`src/rtl/jtag_tap_driver.sv`:
```
// Host-side JTAG initiator: runs an optional IR scan and then a DR scan per command, returning captured TDO bits.
// Defining JTAG_IR_CHECK_EN turns on the IR capture-pattern check that drives ir_err.
module jtag_tap_driver #(
    parameter int IR_WIDTH = 4,
    parameter int DR_MAX   = 32,
    parameter int CLK_DIV  = 2
) (
    input  logic                clk,
    input  logic                rst,
    input  logic                cmd_valid,
    output logic                cmd_ready,
    input  logic [IR_WIDTH-1:0] cmd_ir,
    input  logic                cmd_skip_ir,
    input  logic [DR_MAX-1:0]   cmd_dr,
    input  logic [5:0]          cmd_dr_len,
    output logic                rsp_valid,
    output logic [DR_MAX-1:0]   rsp_data,
    output logic                ir_err,
    output logic                tck,
    output logic                tms,
    output logic                tdi,
    input  logic                tdo
);
    localparam int               DIV_W      = (CLK_DIV > 1) ? $clog2(CLK_DIV) : 1;
    localparam logic [DIV_W-1:0] DIV_LAST   = DIV_W'(CLK_DIV - 1);
    localparam logic [5:0]       IR_LAST    = 6'(IR_WIDTH - 1);
    localparam logic [5:0]       DR_MAX_LEN = 6'(DR_MAX);

    typedef enum logic [3:0] {
        RESET_SEQ, IDLE, IR_PRE, IR_SHIFT, IR_POST, DR_PRE, DR_SHIFT, DR_POST, DONE
    } state_t;

    state_t              state_r, state_nx_s;
    logic [2:0]          step_r, step_nx_s;
    logic [5:0]          cnt_r, cnt_nx_s;
    logic [DIV_W-1:0]    div_r;
    logic                phase_r;
    logic                running_s, rise_s, fall_s, accept_s;
    logic [5:0]          len_clamp_s, len_r;
    logic [IR_WIDTH-1:0] ir_r;
    logic [DR_MAX-1:0]   dr_r;
    logic                tck_r, tms_r, tdi_r, cmd_ready_r, rsp_valid_r;
    logic [DR_MAX-1:0]   rsp_data_r;
    logic                tms_nx_s, tdi_nx_s;
    logic [5:0]          ir_idx_s, dr_idx_s, cur_dr_idx_s;

    function automatic logic pick_ir(input logic [IR_WIDTH-1:0] v, input logic [5:0] idx);
        logic b;
        b = 1'b0;
        for (int i = 0; i < IR_WIDTH; i++) begin
            if (idx == 6'(i)) b = v[i];
        end
        return b;
    endfunction

    function automatic logic pick_dr(input logic [DR_MAX-1:0] v, input logic [5:0] idx);
        logic b;
        b = 1'b0;
        for (int i = 0; i < DR_MAX; i++) begin
            if (idx == 6'(i)) b = v[i];
        end
        return b;
    endfunction

    // TCK half-period strobes: rise ends a low half, fall ends a high half and advances the sequence
    always_comb begin
        running_s   = (state_r != IDLE) && (state_r != DONE);
        rise_s      = running_s && (div_r == DIV_LAST) && !phase_r;
        fall_s      = running_s && (div_r == DIV_LAST) && phase_r;
        accept_s    = cmd_valid && cmd_ready_r;
        len_clamp_s = (cmd_dr_len > DR_MAX_LEN) ? DR_MAX_LEN : cmd_dr_len;
    end

    // Half-period divider; held in the low-half start position whenever no sequence runs
    always_ff @(posedge clk or posedge rst) begin
        if (rst) begin
            div_r   <= '0;
            phase_r <= 1'b0;
        end else if (!running_s) begin
            div_r   <= '0;
            phase_r <= 1'b0;
        end else if (div_r == DIV_LAST) begin
            div_r   <= '0;
            phase_r <= !phase_r;
        end else begin
            div_r   <= div_r + DIV_W'(1);
        end
    end

    // Next-state logic: each state/step/count position describes one TCK period
    always_comb begin
        state_nx_s = state_r;
        step_nx_s  = step_r;
        cnt_nx_s   = cnt_r;
        case (state_r)
            RESET_SEQ: begin
                if (fall_s) begin
                    if (step_r == 3'd5) begin
                        state_nx_s = IDLE;
                        step_nx_s  = 3'd0;
                    end else begin
                        step_nx_s  = step_r + 3'd1;
                    end
                end else begin
                    state_nx_s = RESET_SEQ;
                end
            end
            IDLE, DONE: begin
                if (accept_s) begin
                    step_nx_s = 3'd0;
                    if (!cmd_skip_ir) begin
                        state_nx_s = IR_PRE;
                    end else if (len_clamp_s != 6'd0) begin
                        state_nx_s = DR_PRE;
                    end else begin
                        state_nx_s = DONE;
                    end
                end else begin
                    state_nx_s = IDLE;
                end
            end
            IR_PRE: begin
                if (fall_s && (step_r == 3'd3)) begin
                    state_nx_s = IR_SHIFT;
                    step_nx_s  = 3'd0;
                    cnt_nx_s   = IR_LAST;
                end else if (fall_s) begin
                    step_nx_s  = step_r + 3'd1;
                end else begin
                    state_nx_s = IR_PRE;
                end
            end
            IR_SHIFT: begin
                if (fall_s && (cnt_r == 6'd0)) begin
                    state_nx_s = IR_POST;
                end else if (fall_s) begin
                    cnt_nx_s   = cnt_r - 6'd1;
                end else begin
                    state_nx_s = IR_SHIFT;
                end
            end
            IR_POST: begin
                if (fall_s && (step_r == 3'd1)) begin
                    step_nx_s  = 3'd0;
                    state_nx_s = (len_r != 6'd0) ? DR_PRE : DONE;
                end else if (fall_s) begin
                    step_nx_s  = step_r + 3'd1;
                end else begin
                    state_nx_s = IR_POST;
                end
            end
            DR_PRE: begin
                if (fall_s && (step_r == 3'd2)) begin
                    state_nx_s = DR_SHIFT;
                    step_nx_s  = 3'd0;
                    cnt_nx_s   = len_r - 6'd1;
                end else if (fall_s) begin
                    step_nx_s  = step_r + 3'd1;
                end else begin
                    state_nx_s = DR_PRE;
                end
            end
            DR_SHIFT: begin
                if (fall_s && (cnt_r == 6'd0)) begin
                    state_nx_s = DR_POST;
                end else if (fall_s) begin
                    cnt_nx_s   = cnt_r - 6'd1;
                end else begin
                    state_nx_s = DR_SHIFT;
                end
            end
            DR_POST: begin
                if (fall_s && (step_r == 3'd1)) begin
                    state_nx_s = DONE;
                    step_nx_s  = 3'd0;
                end else if (fall_s) begin
                    step_nx_s  = step_r + 3'd1;
                end else begin
                    state_nx_s = DR_POST;
                end
            end
            default: begin
                state_nx_s = RESET_SEQ;
                step_nx_s  = 3'd0;
                cnt_nx_s   = 6'd0;
            end
        endcase
    end

    // TMS/TDI for the TCK period that the next state describes; registered so they change on the falling edge
    always_comb begin
        tms_nx_s     = 1'b0;
        tdi_nx_s     = 1'b0;
        ir_idx_s     = IR_LAST - cnt_nx_s;
        dr_idx_s     = len_r - 6'd1 - cnt_nx_s;
        cur_dr_idx_s = len_r - 6'd1 - cnt_r;
        case (state_nx_s)
            RESET_SEQ: tms_nx_s = (step_nx_s != 3'd5);
            IR_PRE:    tms_nx_s = (step_nx_s < 3'd2);
            IR_SHIFT: begin
                tms_nx_s = (cnt_nx_s == 6'd0);
                tdi_nx_s = pick_ir(ir_r, ir_idx_s);
            end
            IR_POST:   tms_nx_s = (step_nx_s == 3'd0);
            DR_PRE:    tms_nx_s = (step_nx_s == 3'd0);
            DR_SHIFT: begin
                tms_nx_s = (cnt_nx_s == 6'd0);
                tdi_nx_s = pick_dr(dr_r, dr_idx_s);
            end
            DR_POST:   tms_nx_s = (step_nx_s == 3'd0);
            default:   tms_nx_s = 1'b0;
        endcase
    end

    // Sequencer state register
    always_ff @(posedge clk or posedge rst) begin
        if (rst) begin
            state_r <= RESET_SEQ;
            step_r  <= 3'd0;
            cnt_r   <= 6'd0;
        end else begin
            state_r <= state_nx_s;
            step_r  <= step_nx_s;
            cnt_r   <= cnt_nx_s;
        end
    end

    // Pin outputs, handshake, command latch and DR capture
    always_ff @(posedge clk or posedge rst) begin
        if (rst) begin
            tck_r       <= 1'b0;
            tms_r       <= 1'b1;
            tdi_r       <= 1'b0;
            cmd_ready_r <= 1'b0;
            rsp_valid_r <= 1'b0;
            rsp_data_r  <= '0;
            len_r       <= 6'd0;
            ir_r        <= '0;
            dr_r        <= '0;
        end else begin
            tms_r       <= tms_nx_s;
            tdi_r       <= tdi_nx_s;
            cmd_ready_r <= (state_nx_s == IDLE) || (state_nx_s == DONE);
            rsp_valid_r <= (state_nx_s == DONE);
            if (rise_s) begin
                tck_r <= 1'b1;
            end else if (fall_s) begin
                tck_r <= 1'b0;
            end
            if (accept_s) begin
                ir_r  <= cmd_ir;
                dr_r  <= cmd_dr;
                len_r <= len_clamp_s;
            end
            // A zero-length response is known to be all zeros at acceptance
            if (accept_s && (len_clamp_s == 6'd0)) begin
                rsp_data_r <= '0;
            end else if ((state_r != DR_PRE) && (state_nx_s == DR_PRE)) begin
                rsp_data_r <= '0;
            end else if (rise_s && (state_r == DR_SHIFT)) begin
                for (int i = 0; i < DR_MAX; i++) begin
                    if (cur_dr_idx_s == 6'(i)) rsp_data_r[i] <= tdo;
                end
            end
        end
    end

`ifdef JTAG_IR_CHECK_EN
    logic [1:0] ir_cap_r;
    logic       ir_ran_r;
    logic       ir_err_r;
    logic [5:0] cur_ir_idx_s;

    // Index of the IR bit being shifted in the current TCK
    always_comb begin
        cur_ir_idx_s = IR_LAST - cnt_r;
    end

    // The first two IR capture bits must read 1 then 0
    always_ff @(posedge clk or posedge rst) begin
        if (rst) begin
            ir_cap_r <= 2'b00;
            ir_ran_r <= 1'b0;
            ir_err_r <= 1'b0;
        end else if (accept_s) begin
            ir_cap_r <= 2'b00;
            ir_ran_r <= !cmd_skip_ir;
            ir_err_r <= 1'b0;
        end else begin
            if (rise_s && (state_r == IR_SHIFT) && (cur_ir_idx_s == 6'd0)) begin
                ir_cap_r[0] <= tdo;
            end else if (rise_s && (state_r == IR_SHIFT) && (cur_ir_idx_s == 6'd1)) begin
                ir_cap_r[1] <= tdo;
            end
            if ((state_nx_s == DONE) && (state_r != DONE) && ir_ran_r && (ir_cap_r != 2'b01)) begin
                ir_err_r <= 1'b1;
            end
        end
    end

    assign ir_err = ir_err_r;
`else
    assign ir_err = 1'b0;
`endif

    assign tck       = tck_r;
    assign tms       = tms_r;
    assign tdi       = tdi_r;
    assign cmd_ready = cmd_ready_r;
    assign rsp_valid = rsp_valid_r;
    assign rsp_data  = rsp_data_r;

endmodule

```
`config.mk`:
```
export PLATFORM = sky130hd
export DESIGN_NAME = jtag_tap_driver
export DESIGN_NICKNAME = d
export VERILOG_FILES = /design/src/rtl/jtag_tap_driver.sv
export SDC_FILE = /design/constraint.sdc
export NUM_CORES = 1
export LEC_CHECK = 0
export BUFFER_PORTS_ARGS = -buffer_cell sky130_fd_sc_hd__buf_2
export CAP_MARGIN = 15
export CELL_PAD_IN_SITES_DETAIL_PLACEMENT = 0
export CELL_PAD_IN_SITES_GLOBAL_PLACEMENT = 2
export CORE_MARGIN = 5
export CORE_UTILIZATION = 30
export DETAILED_ROUTE_END_ITERATION = 10
export HOLD_SLACK_MARGIN = 0.1
export PLACE_DENSITY = 0.76
export SYNTH_ARGS = -nofsm -noshare
export SYNTH_HDL_FRONTEND = slang
export SYNTH_SLANG_ARGS = --single-unit
```
`constraint.sdc`:
```
create_clock -name clk -period 5.1 [get_ports clk]
set_input_delay 0.765 -clock clk [delete_from_list [all_inputs] [get_ports clk]]
set_output_delay 0.765 -clock clk [all_outputs]
set_load 0.05 [all_outputs]
```
Word-level counts from Yosys, hierarchy flattened
Cells that the tools add are included.
{"block": "classes", "n_addsub": 7, "magnitude_cmp": 2, "n_eq_ne": 90, "mux": 112, "n_reduce_logical": 97}
{"cell": "equality test 6 x 5 -> 1 bit, second input constant", "count": 32}
{"cell": "nonzero test 3 bit", "count": 33}
{"cell": "equality test 6 x 4 -> 1 bit, second input constant", "count": 16}
{"cell": "two-way mux 32 bit", "count": 3}
{"cell": "two-way mux 1 bit", "count": 74}
{"cell": "two-way mux 4 bit", "count": 18}
{"cell": "AND reduction 2 bit", "count": 32}
{"cell": "equality test 6 x 3 -> 1 bit, second input constant", "count": 8}
{"cell": "equality test 6 x 2 -> 1 bit, second input constant", "count": 6}
{"cell": "zero test 6 bit", "count": 6}
{"cell": "equality test 4 x 3 -> 1 bit, second input constant", "count": 8}
{"cell": "one-hot mux 4 bit (8 select lines)", "count": 1}
{"cell": "two-way mux 6 bit", "count": 5}
{"cell": "one-hot mux 6 bit (4 select lines)", "count": 1}
{"cell": "two-way mux 3 bit", "count": 7}
{"cell": "equality test 6 x 1 -> 1 bit, second input constant", "count": 3}
{"cell": "one-hot mux 3 bit (6 select lines)", "count": 1}
{"cell": "equality test 4 x 2 -> 1 bit, second input constant", "count": 4}
{"cell": "logical AND 1 bit", "count": 12}
{"cell": "nonzero test 6 bit", "count": 2}
{"cell": "subtractor 6 x 1 -> 6 bit, second input constant", "count": 2}
{"cell": "subtractor 6 bit", "count": 2}
{"cell": "equality test 4 x 1 -> 1 bit, second input constant", "count": 2}
{"cell": "equality test 4 bit, second input constant", "count": 2}
{"cell": "23 further kinds", "count": 28}
{"block": "totals", "register_bits": 94, "in_bits": 47, "output_inout_bits": 38, "word_cells": 353}

Logic depth before layout (Yosys ltp)
Gate-level depths: netlist (run 1).
{"block": "logic_depth", "word_depth": 42, "depth_mapped": 19, "mapped_depth_nobuf": 18}

Least setup slack after synthesis (run 1)
Ideal clock, no wire load.
{"block": "synth_timing", "kind": "register -> register", "startpoint": "register state_r[0]", "endpoint": "register tdi_r, in the netlist tdi", "setup_ns": 0.127, "arrival_ns": 3.681, "required_ns": 4.973, "slack_ns": 1.291, "stages_incl_launch_ff": 20, "path_buffers": 3, "synth_period_minus_slack_ns": 3.809, "cell_sequence": "dfrtp_1 > buf_6 > buf_6 > nor4b_1 > nand2_1 > o21a_1 > o32ai_1 > a21o_1 > ha_1 > inv_1 > fa_1 > xor2_1 > buf_2 > mux4_2 > nand2_1 > nand3_1 > o21ai_0 > nor3_1 > nor4bb_1 > o32ai_1"}
{"block": "synth_between", "elab_chain_cells": 42, "elab_cells_between_ends": 118, "cone_classes": "add/sub (2); eq/ne (46); mux (57); reduce/logical (13)"}
{"element": "start: declaration", "line": "33", "text": "state_t state_r, state_nx_s;"}
{"element": "start signal: assignment", "line": "222", "text": "state_r <= state_nx_s;"}
{"element": "!= test 4 x 1 -> 1 bit or != test 4 bit (tied branches)", "line": "67", "text": "running_s = (state_r != IDLE) && (state_r != DONE);"}
{"element": "logical AND 1 bit", "line": "67"}
{"element": "logical AND 1 bit (2 in a row)", "line": "69", "text": "fall_s = running_s && (div_r == DIV_LAST) && phase_r;"}
{"element": "two-way mux 6 bit, or another cell as far along", "line": "136, 166"}
{"element": "two-way mux 6 bit, on equally long branches", "line": "134, 123, 153"}
{"element": "one-hot mux 6 bit (4 select lines) *", "line": "95", "text": "case (state_r)"}
{"element": "net cnt_nx_s[0]", "line": "35", "text": "logic [5:0] cnt_r, cnt_nx_s;"}
{"element": "subtractor 6 bit", "line": "195", "text": "dr_idx_s = len_r - 6'd1 - cnt_nx_s;"}
{"element": "zero test 6 bit", "line": "60", "text": "if (idx == 6'(i)) b = v[i];"}
{"element": "two-way mux 1 bit (32 in a row)", "line": "60"}
{"element": "one-hot mux 1 bit (2 select lines) *", "line": "197", "text": "case (state_nx_s)"}
{"element": "net tdi_nx_s", "line": "44", "text": "logic tms_nx_s, tdi_nx_s;"}
{"element": "end signal: assignment", "line": "242", "text": "tdi_r <= tdi_nx_s;"}
{"element": "end: declaration", "line": "42", "text": "logic tck_r, tms_r, tdi_r, cmd_ready_r, rsp_valid_r;"}
The timed path passes the listed nets; every way through them passes the cells marked *.
A chain may end at the register's enable or synchronous reset.

Worst setup path after layout (run 1)
{"block": "layout_timing", "startpoint": "register state_r[1]", "endpoint": "register tdi_r, in the netlist tdi"}
Same word-level chain as after synthesis.

==> summary.txt, run 1 <==
outcome - complete, no violations
1st-iter DRT viols - 230
commonest non-fill, non-tap cells in the layout - dfrtp_1 (93), buf_2 (83), o21ai_0 (58), a21oi_1 (51), nand2_1 (48)
CTS Buffer Depth - 2
H-tree depth - 3
top_reg_cell synth - dfrtp_1
HP Class - flop to flop
fin nets - 734
clk sink count - 94
setup ws final - 0.682 ns
Via-to-Cell Ratio - 5.18
largest net degree at the start of global routing - 64
setup violators final - 0
DP HPWL - 11600 um
worst clock skew - 0.0114 ns
post-synth top area share - 40.3%
most frequent CP cell - o32ai_1
ys async rst share - 100%
syn nets - 665
Core Box Area - 18800 um2
share of layout cells above drive strength 1 - 25.5%
die width - 149 um
max-slew violations - 0
Yosys reg bits - 94
WL per Instance - 16.6 um
CTS Buf Count - 9
critical path class - flop to flop
antenna-violating nets left - 0
IO Count - 85
Detailed Route WL - 15500 um
most common cell after layout, fill and taps aside - dfrtp_1
Routability Congestion - 0.895
CP bufs+invs - 1
number of flops mapped to enable cells by yosys - 0
non-filler cells, final - 934
Root Driver - clkbuf_16
max frequency - 0.226 GHz
pre-CTS WS - 0.728 ns
unrepaired setup endpoints after global routing - no
CP Max Fanout - 17
clk_lat worst skew - 0.36 ns
Avg Inst Size Synth - 9.62 um2
postcts setup bufs - 0
Largest stage delay, worst path - 0.84 ns
DR pass1 iterations - 4
vias in the first global route - 4929
GRT overflow - 0
Remaining DRCs - 0
Cell variety after synth - 75
CTS tree - built
fill cell count - 1953
Slew headroom - 36.9%
Yosys Warn Count - 0
Worst-path clk slew - 0.08 ns
# rows - 50
area grow syn2layout - 15.4%
Post-Syn Area - 5770 um2
Port Buffers - 83
CP Cell Sequence - nor4b_1, nand2_1, o21a_1, o32ai_1, a21o_1, ha_1, inv_1, fa_1, nor2_1, a221oi_1, nor2b_1, o22ai_1, a31oi_1, nor4bb_1, o32ai_1
top cells by area, synth - dfrtp_1 (40%), mux2_2 (7.8%), o21ai_0 (5.0%)
slowest CP cell - fa_1
Post-CTS Hold Fix Bufs - 0
antenna violations before repair - 0
CP required - 5.34 ns
max cap viols - 0
Final Hold Viols - 0
dpl cells - 917
Final Cycle Share - 86.6%
post-CTS sizing - 0
first-pass GRT wire length - 25600 um
crit-path leading delay family - simple AND/OR/NAND/NOR gates
Tmin final - 4.42 ns
Die H - 149 um
# diodes - 0
Post-Synthesis Cells - 600
CP Launch Type - flop
Synth area leader - dfrtp_1
r2r setup slk - 0.68 ns
sequential share of the synthesized area - 40.8%
WHS - 0.501 ns
total die area - 22100 um2
Crit. End Element - flop
Worst Path Arrival - 4.65 ns
vias - 4842
Slew @ Worst Pin - 0.947 ns
initial core utilization - 30.7%
Overall Global Routing Usage - 14.2%
TNS Setup - 0 ns
[metal layers]
layer	vias up	GRT usage [%]	wire length, um
met1	2348	19.0	7190
li1	2338	-	-
met5	-	0	0
met2	139	23.2	7230
met4	0	4.11	235
met3	17	3.08	817
[path summary, 6_finish.rpt]
kind / start / to / cells after the start
worst max-delay path: state_r[1]$_DFF_PP0_ / tdi$_DFF_PP0_ / 15
max in group asynchronous: rst / tms$_DFF_PP1_ / 3
min in group asynchronous: rst / dr_r[17]$_DFFE_PP0P_ / 2
worst min register to register: tck$_DFFE_PP0P_ / tck$_DFFE_PP0P_ / 2
worst min-delay path: tck$_DFFE_PP0P_ / tck$_DFFE_PP0P_ / 2
worst max register to register: state_r[1]$_DFF_PP0_ / tdi$_DFF_PP0_ / 15
[cells by family after synthesis]
kind of cell             after synthesis  share of synthesized area [%]
AO/OA/AOI/OAI                        177                           19.4
XOR/XNOR                              18                           3.12
adder cells (fa/ha/maj)               18                           4.16
buffers and inverters                 56                           5.44
flip-flops                            94                           40.8
multiplexers                          46                           9.49
other                                  1                         0.0650
AND/OR/NAND/NOR                      190                           17.5
[Yosys cell counts (10+ instances only)]
cell / number
nand4_1: 39
nand2b_1: 12
nor2b_1: 10
nand3_1: 12
inv_1: 26
o21ai_0: 58
o211ai_1: 15
nand2_1: 48
dfrtp_1: 93
mux2_2: 40
a21oi_1: 51
ha_1: 16
nor2_1: 31
[layout make-up]
class | instances | area [um2] | share of cell area, %
clock inverters | 7 | 76.3 | 1.15
clock buffers | 9 | 225 | 3.38
repair buffers | 88 | 473 | 7.10
flip-flops and latches | 94 | 2350 | 35.3
well taps | 260 | 325 | 4.88
multi-input cells | 450 | 3110 | 46.6
inverters | 26 | 100 | 1.50
[tightest hold or removal path, cell delays in order (launching register included)]
cell     delay [ns]
dfrtp_1        0.35
a21oi_1        0.04
nor2_1         0.07
[registers in the layout, indices dropped and copies added (netlist names)]
register	count
dr_r	32
rsp_data	32
cnt_r	6
len_r	6
ir_r	4
state_r	4
step_r	3
cmd_ready	1
div_r	1
phase_r	1
rsp_valid	1
tck	1
tdi	1
tms	1
[stage by stage]
step	utilization, %	cell area, um2
5_1_grt	35.4	6660
4_1_cts	35.2	6630
6_report	35.4	6660
3_3_place_gp	33.6	6330
3_5_place_dp	33.6	6330
2_1_floorplan	-	5770
Power of run 1 is left out: the tool's default activity adds up to more than one toggle a clock period on the data nets, which glitch-free logic cannot reach.
==> inputs of run 2 (changes only) <==
==> constraint.sdc (replaced) <==
create_clock -name clk -period 5.6 [get_ports clk]
set_input_delay 0.84 -clock clk [delete_from_list [all_inputs] [get_ports clk]]
set_output_delay 0.84 -clock clk [all_outputs]
set_load 0.05 [all_outputs]
==> summary.txt, run 2 (synthesized netlist as in run 1, its figures left out) <==
reg2reg end - tdi$_DFF_PP0_
WL per Instance - 16.4 um
Tmin final - 4.84 ns
antenna-violating nets left - 0
Via-to-Cell Ratio - 5.11
area occupied by multi-input gates - 3110 um2
setup violators final - 0
max frequency - 0.207 GHz
DR pass1 iterations - 5
vias - 4766
postcts setup bufs - 0
Slew @ Worst Pin - 0.933 ns
antenna violations before repair - 0
CTS Buffer Depth - 2
CTS tree - built
Die H - 149 um
Post-CTS Hold Fix Bufs - 0
crit path launch - state_r[1]$_DFF_PP0_
worst clock skew - 0.00922 ns
Final Hold Viols - 0
Worst-path clk slew - 0.08 ns
vias in the first global route - 4839
Worst R2R Path Depth - 15
die width - 149 um
Detailed Route WL - 15300 um
Final Cycle Share - 86.4%
Slew headroom - 37.8%
fin nets - 732
commonest non-fill, non-tap cells in the layout - dfrtp_1 (93), buf_2 (83), o21ai_0 (58), a21oi_1 (51), nand2_1 (48)
post-CTS sizing - 0
CP required - 5.84 ns
Worst Path Arrival - 5.08 ns
HP Class - input pin to asynchronous set/reset pin
Root Driver - clkbuf_16
IO Count - 85
r2r setup slk - 0.76 ns
first-pass GRT wire length - 25800 um
Worst Setup EP - tdi$_DFF_PP0_
critical path class - flop to flop
TNS Setup - 0 ns
CP Max Fanout - 17
clk_lat worst skew - 0.36 ns
H-tree depth - 3
total die area - 22100 um2
GRT overflow - 0
CP Launch Type - flop
unrepaired setup endpoints after global routing - no
fill cell count - 1959
# diodes - 0
max cap viols - 0
Port Buffers - 83
storage element area - 2350 um2
# rows - 50
origin of the critical flop-to-flop path - state_r[1]$_DFF_PP0_
clk sink count - 94
outcome - complete, no violations
1st-iter DRT viols - 263
most common cell after layout, fill and taps aside - dfrtp_1
Remaining DRCs - 0
Crit. End Element - flop
max-slew violations - 0
area grow syn2layout - 15.1%
Core Box Area - 18800 um2
Overall Global Routing Usage - 14.4%
initial core utilization - 30.7%
Routability Congestion - 0.890
share of layout cells above drive strength 1 - 25.3%
DP HPWL - 11600 um
CTS Buf Count - 9
largest net degree at the start of global routing - 63
-- run 2: cell count changes in the layout (fill, tap and decap cells not counted), sizes merged --
cell    delta
clkinv     +1
buf        -2
inv        -1
-- run 2: worst min-delay path by stage --
stage / slack [ns] / depth (start not counted) / from / end
6_report: 0.48 / 2 / rst / rsp_data[6]$_DFFE_PP0P_
5_1_grt: 0.52 / 2 / rst / rsp_data[6]$_DFFE_PP0P_
4_1_cts: 0.50 / 2 / rst / rsp_data[6]$_DFFE_PP0P_
3_5_place_dp: 0.49 / 1 / dr_r[0]$_DFFE_PP0P_ / dr_r[0]$_DFFE_PP0P_
3_3_place_gp: 0.49 / 1 / dr_r[1]$_DFFE_PP0P_ / dr_r[1]$_DFFE_PP0P_
2_1_floorplan: 0.47 / 1 / dr_r[10]$_DFFE_PP0P_ / dr_r[10]$_DFFE_PP0P_
-- run 2: area by class of cell --
| type | count | share of cell area [%] |
|---|---|---|
| clock inverter | 7 | 1.15 |
| timing repair buffer | 86 | 6.89 |
| tap | 260 | 4.90 |
| clock buffer | 9 | 3.39 |
| inverter | 26 | 1.51 |
| multi-input combinational | 450 | 46.8 |
| sequential | 94 | 35.4 |
-- run 2: stage by stage --
stage	utilization (%)	area, um2	cells	setup WS, ns	hold WS, ns
global route	35.3	6650	932	0.296	0.520
detailed placement	33.7	6340	916	0.780	0.495
global placement	33.5	6320	915	1.04	0.495
finish	35.3	6650	932	0.760	0.485
CTS	35.3	6650	932	0.795	0.497
floorplan	-	5770	600	1.79	0.475
-- run 2: layer usage --
layer | GRT usage (%) | up-vias | wire, um
met4 | 3.83 | 0 | 204
li1 | - | 2338 | -
met3 | 3.11 | 16 | 862
met2 | 22.2 | 159 | 6890
met5 | 0 | - | 0
met1 | 20.4 | 2253 | 7340
-- run 2: critical path, stage by stage, from the launching register on --
cell and delay [ns]:
dfrtp_1 0.66, nor2_1 0.21, a21oi_2 0.53, nand2_1 0.19
o32ai_1 0.29, a21o_1 0.21, ha_1 0.19, inv_1 0.05
fa_1 0.86, nor2_1 0.13, a221oi_1 0.41, nor2b_1 0.19
o22ai_1 0.09, a31oi_1 0.20, nor4bb_1 0.36, o32ai_1 0.12
Power of run 2 is left out for the same reason.
==> inputs of run 3 (changes only) <==
==> config.mk (replaced) <==
export PLATFORM = sky130hd
export DESIGN_NAME = jtag_tap_driver
export DESIGN_NICKNAME = d
export VERILOG_FILES = /design/src/rtl/jtag_tap_driver.sv
export SDC_FILE = /design/constraint.sdc
export NUM_CORES = 1
export LEC_CHECK = 0
export BUFFER_PORTS_ARGS = -buffer_cell sky130_fd_sc_hd__buf_2
export CAP_MARGIN = 15
export CELL_PAD_IN_SITES_DETAIL_PLACEMENT = 1
export CELL_PAD_IN_SITES_GLOBAL_PLACEMENT = 1
export CORE_MARGIN = 5
export CORE_UTILIZATION = 40
export DETAILED_ROUTE_END_ITERATION = 10
export HOLD_SLACK_MARGIN = 0.1
export PLACE_DENSITY = 0.81
export SYNTH_ARGS = -nofsm -noshare
export SYNTH_HDL_FRONTEND = slang
export SYNTH_SLANG_ARGS = --single-unit
==> summary.txt, run 3 (synthesized netlist as in run 1, its figures left out) <==
outcome - complete, no violations
Detailed Route WL - 16600 um
most frequent CP cell - o32ai_1
Levels on crit path - 15
origin of the critical flop-to-flop path - state_r[0]$_DFF_PP0_
Routability Congestion - 0.850
commonest non-fill, non-tap cells in the layout - dfrtp_1 (93), buf_2 (83), o21ai_0 (58), a21oi_1 (51), nand2_1 (48)
Crit. End Element - flop
die width - 130 um
initial core utilization - 40.2%
max frequency - 0.205 GHz
DP HPWL - 12600 um
Post-CTS Hold Fix Bufs - 0
Via-to-Cell Ratio - 5.86
critical path class - flop to flop
# rows - 44
share of layout cells above drive strength 1 - 25.4%
1st-iter DRT viols - 291
GRT overflow - 0
CP required - 5.84 ns
worst clock skew - 0.00840 ns
HP Class - input pin to asynchronous set/reset pin
WL per Instance - 19.3 um
area grow syn2layout - 13.5%
Slew @ Worst Pin - 0.927 ns
fin nets - 733
vias in the first global route - 5334
CP Cell Sequence - xor2_2, a21oi_2, nand2_1, o32ai_1, a21o_1, ha_1, inv_1, fa_1, nor2_1, a221oi_1, nor2b_1, o22ai_1, a31oi_1, nor4bb_1, o32ai_1
antenna-violating nets left - 0
Root Driver - clkbuf_16
max-slew violations - 0
Worst-path clk slew - 0.08 ns
r2r setup slk - 0.72 ns
CP Max Fanout - 17
CP bufs+invs - 1
most common cell after layout, fill and taps aside - dfrtp_1
Worst R2R Path Depth - 15
max cap viols - 0
crit-path leading delay family - compound AO/OA/AOI/OAI gates
Final Hold Viols - 0
Remaining DRCs - 0
TNS Setup - 0 ns
CTS Buffer Depth - 2
fill cell count - 1662
largest net degree at the start of global routing - 60
setup violators final - 0
IO Count - 85
Port Buffers - 83
vias - 5024
Largest stage delay, worst path - 0.84 ns
Worst Path Arrival - 5.12 ns
DR pass1 iterations - 5
CTS Buf Count - 9
Core Box Area - 14400 um2
first-pass GRT wire length - 26800 um
area occupied by multi-input gates - 3110 um2
storage element area - 2350 um2
CTS tree - built
CP Launch Type - flop
H-tree depth - 3
# diodes - 0
antenna violations before repair - 0
Slew headroom - 38.2%
total die area - 16900 um2
postcts setup bufs - 0
post-CTS sizing - 0
unrepaired setup endpoints after global routing - no
slowest CP cell - fa_1
reg2reg end - tdi$_DFF_PP0_
clk sink count - 94
Tmin final - 4.88 ns
clk_lat worst skew - 0.36 ns
Final Cycle Share - 87.2%
Overall Global Routing Usage - 20.0%
Die H - 130 um
run 3: worst reg2reg max path: cells and delay by family (launching register included):
family	cells	cell delay, ns
buffers and inverters	1	0.05
AND/OR/NAND/NOR	4	0.86
flip-flops	1	0.70
XOR/XNOR	1	0.23
AO/OA/AOI/OAI	7	1.89
adder cells (fa/ha/maj)	2	1.03
run 3: worst max-delay path by stage:
stage / end / slack (ns) / start
5_1_grt: tdi$_DFF_PP0_ / 0.30 / state_r[0]$_DFF_PP0_
6_report: tdi$_DFF_PP0_ / 0.72 / state_r[0]$_DFF_PP0_
3_5_place_dp: tdi$_DFF_PP0_ / 0.77 / state_r[0]$_DFF_PP0_
2_1_floorplan: tdi$_DFF_PP0_ / 1.79 / state_r[0]$_DFF_PP0_
4_1_cts: tdi$_DFF_PP0_ / 0.76 / state_r[0]$_DFF_PP0_
3_3_place_gp: tdi$_DFF_PP0_ / 1.09 / state_r[0]$_DFF_PP0_
run 3: layer usage:
layer / vias up / GRT usage (%) / wire [um]
met4: 0 / 8.25 / 454
met1: 2495 / 24.7 / 6950
li1: 2338 / - / -
met2: 155 / 34.8 / 8300
met5: - / 0 / 0
met3: 36 / 3.19 / 862
run 3: final cells by class:
cell class / count / share of cell area, %
Inverter: 26 / 1.51
Tap cell: 184 / 3.51
Clock buffer: 9 / 3.44
Sequential cell: 94 / 35.9
Multi-Input combinational cell: 450 / 47.4
Timing Repair Buffer: 87 / 7.26
Clock inverter: 7 / 0.936
run 3: through the flow:
step / cells / setup WS (ns) / hold WS, ns / util (%) / instance area (um2)
after floorplan: 600 / 1.79 / 0.475 / - / 5770
after global placement: 839 / 1.09 / 0.495 / 43.3 / 6220
after detailed placement: 839 / 0.767 / 0.495 / 43.3 / 6220
after CTS: 855 / 0.763 / 0.515 / 45.3 / 6510
after global routing: 857 / 0.297 / 0.504 / 45.6 / 6550
final: 857 / 0.717 / 0.462 / 45.6 / 6550
Power of run 3 is left out for the same reason.
